File: src/rtl/alu_cc.sv
// alu_cc: 16-bit execute-stage ALU with {n,z,p} condition-code generation
// and a registered condition-code flag set.
//
// Ports:
//   clock     in   1  rising-edge clock
//   reset_n   in   1  synchronous active-low reset (cc_q <= 3'b111)
//   op        in   3  0 ADD, 1 AND, 2 XOR, 3 LSHF, 4 RSHFL, 5 RSHFA, 6-7 reserved
//   a, b      in  16  operands; shifts use b[3:0] as the amount
//   result    out 16  combinational ALU result
//   cc        out  3  combinational {n,z,p} of result
//   value     in  16  word to classify (load / I/O data)
//   value_cc  out  3  combinational {n,z,p} of value
//   cc_load   in   1  update cc_q this cycle
//   cc_sel    in   1  cc_q source: 0 = cc, 1 = value_cc
//   cc_q      out  3  registered condition codes
module alu_cc (
  input  logic        clock,
  input  logic        reset_n,
  input  logic [2:0]  op,
  input  logic [15:0] a,
  input  logic [15:0] b,
  output logic [15:0] result,
  output logic [2:0]  cc,
  input  logic [15:0] value,
  output logic [2:0]  value_cc,
  input  logic        cc_load,
  input  logic        cc_sel,
  output logic [2:0]  cc_q
);

  typedef enum logic [2:0] {
    OpAdd   = 3'd0,
    OpAnd   = 3'd1,
    OpXor   = 3'd2,
    OpLshf  = 3'd3,
    OpRshfl = 3'd4,
    OpRshfa = 3'd5
  } op_e;

  // Shared {n,z,p} classifier; exactly one bit is ever set.
  function automatic logic [2:0] classify(input logic [15:0] w);
    if (w[15]) begin
      return 3'b100;
    end else if (w == 16'h0000) begin
      return 3'b010;
    end else begin
      return 3'b001;
    end
  endfunction

  logic [3:0]         shamt;
  logic signed [15:0] a_signed;
  logic [2:0]         cc_d;

  assign shamt    = b[3:0];
  assign a_signed = a;

  always_comb begin
    result = 16'h0000;
    case (op)
      OpAdd:   result = a + b;
      OpAnd:   result = a & b;
      OpXor:   result = a ^ b;
      OpLshf:  result = a << shamt;
      OpRshfl: result = a >> shamt;
      OpRshfa: result = a_signed >>> shamt;
      default: result = 16'h0000;  // reserved ops read as zero
    endcase
  end

  assign cc       = classify(result);
  assign value_cc = classify(value);

  always_comb begin
    cc_d = cc_q;
    if (cc_load) begin
      cc_d = cc_sel ? value_cc : cc;
    end
  end

  // 3'b111 out of reset so the first conditional branch is taken.
  always_ff @(posedge clock) begin
    if (!reset_n) begin
      cc_q <= 3'b111;
    end else begin
      cc_q <= cc_d;
    end
  end

endmodule

File: config.mk
export PLATFORM = sky130hd
export DESIGN_NAME = alu_cc
export DESIGN_NICKNAME = d
export VERILOG_FILES = /design/src/rtl/alu_cc.sv
export SDC_FILE = /design/constraint.sdc
export NUM_CORES = 1
export LEC_CHECK = 0
export CAP_MARGIN = 20
export CORE_MARGIN = 3
export CORE_UTILIZATION = 56
export DETAILED_ROUTE_END_ITERATION = 8
export GPL_ROUTABILITY_DRIVEN = 0
export PLACE_DENSITY = 0.89
export SYNTH_ARGS = -nofsm -noshare
export SYNTH_HDL_FRONTEND = slang
export SYNTH_SLANG_ARGS = --single-unit
File: constraint.sdc
create_clock -name clock -period 10.05 [get_ports clock]
set_clock_uncertainty 0.1 [all_clocks]
set_input_delay 2.5125 -clock clock [delete_from_list [all_inputs] [get_ports clock]]
set_output_delay 2.5125 -clock clock [all_outputs]
set_load 0.005 [all_outputs]
==> flow_summary.toml <==
[pwr]
power_leakage_uw = 0.00149
power_uw = 265
p_per_area_mw_per_mm2 = 65.7
ir_worst_vdd_uv = 72.7

[final_layout]
final_cell_mix = "78 x clkdlybuf4s50_1, 30 x nand2_1, 29 x nor2_1"
n_antenna_cell = 0
largest_register = "cc_q"
area_delta_synth_final_pct = 22.3
final_area_mm2 = 0.00403
multiInputGateArea_mm2 = 0.00298
reg_top3 = "cc_q x3"
seq_area_um2 = 60.1
post_layout_nonfiller_instances = 557
final_common_cell = "clkdlybuf4s50_1"
nFillCells = 477
num-nets-final = 559
drive_above_1_share = 0.107
largest_reg_flops = 3

[placement]
placed_cells = 553
dpl.hpwl_mm = 9.23
numPortBuffers = 79
place_area_mm2 = 0.00399

[synth]
synth_top_area_cell = "mux4_2"
synth_flop_cell = "dfxtp_1"
ys_types = 80
synth_edf_count = 0
avgSynthCellArea_um2 = 7.46
synthArstFlopShare = 0
yosysTopAreaCellShare = 0.0888
synth.top_cells.by_area = "mux4_2 8.9%, mux2i_1 7.6%, ha_1 6.5%, mux2_2 6.1%, o211ai_1 4.3%"
ys_ff_latch = 3
syn_nets = 515
synth_cells = 442
syn_area_mm2 = 0.00330
yosysWarnings = 0
synth-seq-area-share = 0.0182

[floorplanning]
die_width_um = 82.7
core_mm2 = 0.00561
dieArea_mm2 = 0.00684
rows = 27
io_pins = 80
initial_core_util = 0.588
dieHeight_um = 82.7

[timing]
slew_headroom = 0.158
tns_ns = 0
worst_pin_slew_ns = 1.25
finalHoldViolCount = 0
max_freq_ghz = 0.107
setup_violations = 0
rsz0062_at_grt = "no"
finalCritPeriodShare = 0.930
period_minus_slack_ns = 9.35
slew_violations = 0
hold-worst-slack_ns = 0.401

[worst_setup_path]
worst_ep_required_time_ns = 7.44
crit_buf_inv = 3
cp.arrival_ns = 6.74
cp_slowest_cell = "clkdlybuf4s50_1"
r2r_end = "cc_q[0]"
crit_path_start = "b[1]"
ff2ff_setup_slack_ns = 9.28
critPathCaptureType = "primary output"
r2r_start = "cc_q[0]"
cp_max_fo = 19
reg2regPathDepth = 2
startpoint_type = "primary input"
cpMostUsedCell = "clkdlybuf4s50_1"
crit_chain = "clkdlybuf4s50_1, inv_2, fa_1, nor2b_1, o211ai_1, a31oi_1, xor2_1, a211o_1, nor4_1, nand4b_1, or2_1, nor2_1, clkdlybuf4s50_1"
critical_path_class = "in -> out"
critical_path.top_delay_family = "buffers and inverters"
slowest_delay_ns = 0.88
critPathCapture = "cc[1]"
cp_num_cells = 13

[drt]
wl_met2_mm = 5.49
route.detailed.drc = 0
drt_wl_total_mm = 12.3
drt-met1-wl_mm = 4.47
wl_per_cell_um = 22.1
num_vias = 4218
dr.first_iter.drc_count = 678
route.antenna.remaining_nets = 0
dr.pass1.iters = 6
dr.max_layer_used = "met4"
vias_per_cell = 7.57
met3_length_mm = 1.60

[clocking]
cts_setup_buffers = 0
cts_resized = 0
ctsHoldBuffers = 0
cts_tree = "done"
clockBufferDepth = 2
cts_made_buffers = 3
clockRootBuffer = "clkbuf_8"
cts_sinks = 3
htreeDepth = 1
insertion_delay_ns = 0.21
path_clk_slew_ns = 0.03

[global_route]
antenna_found_initial = 0
first_global_vias = 3700
grt.overflow.total = 0
grtUsageTotal = 0.355
grt_max_degree = 29
grt_pass1_wl_mm = 18.8

[min_path]
hold_class = "reg -> reg"

[run_status]
outcome = "complete, no violations"

[flow_run]
drv_cap = 0
-- metrics by stage --
| step | util | worst slack (ns) |
|---|---|---|
| 2_1_floorplan | - | 2.51 |
| 3_3_place_gp | 0.711 | 0.965 |
| 3_5_place_dp | 0.711 | 0.803 |
| 4_1_cts | 0.719 | 0.802 |
| 5_1_grt | 0.719 | 0.470 |
| 6_report | 0.719 | 0.699 |
-- cells in the mapped netlist, drive strengths merged (4+ instances only) --
library cell and count:
nand2 30, nor2 29, o21ai 27, clkbuf 26, a21oi 25, mux2i 25
mux2 20, buf 19, o211ai 19, ha 17, mux4 15, nor3 15
a22oi 11, nand3 11, a211oi 10, nand2b 10, nor2b 9, inv 7
nor4 7, a31oi 5, and3 5, o22ai 5, or2 5, xor2 5
nand3b 4, nand4 4, nor3b 4, or4 4
-- worst reg2reg max path, cell delays in order (launching register included) --
cell and delay, ns:
dfxtp_1 0.30, o21ai_0 0.14, o211ai_1 0.10
-- layout make-up --
class | count | share of cell area
inverters | 9 | 0.00838
clock buffers | 4 | 0.0112
multi-input cells | 385 | 0.739
repair buffers | 84 | 0.204
well taps | 72 | 0.0223
flip-flops and latches | 3 | 0.0149
-- where the power goes --
group	total (uW)	internal (uW)	switching, uW
Clock	34.6	27.0	7.61
Combinational	217	101	116
Sequential	13.4	12.9	0.479
Total	265	141	124
-- metal layers --
| metal | vias up | GRT usage |
|---|---|---|
| met5 | - | 0 |
| met4 | 0 | 0.163 |
| met3 | 87 | 0.0640 |
| met2 | 386 | 0.556 |
| met1 | 1900 | 0.469 |
| li1 | 1845 | - |
-- worst min path at each step --
stage	startpoint	to	slack, ns	depth (start not counted)
2_1_floorplan	cc_q[2]	cc_q[2]	0.37	2
3_3_place_gp	cc_q[2]	cc_q[2]	0.37	2
3_5_place_dp	cc_q[1]	cc_q[1]	0.40	2
4_1_cts	cc_q[1]	cc_q[1]	0.40	2
5_1_grt	cc_q[2]	cc_q[2]	0.42	2
6_report	cc_q[1]	cc_q[1]	0.40	2
-- cell families after synthesis --
family                   count (synthesis)  share of synthesized area
adder cells (fa/ha/maj)                 18                     0.0706
buffers and inverters                   54                     0.0778
AO/OA/AOI/OAI                          146                      0.311
AND/OR/NAND/NOR                        156                      0.259
XOR/XNOR                                 5                     0.0133
flip-flops                               3                     0.0182
multiplexers                            60                      0.250
Note: power is estimated with default switching activity, not from simulation.
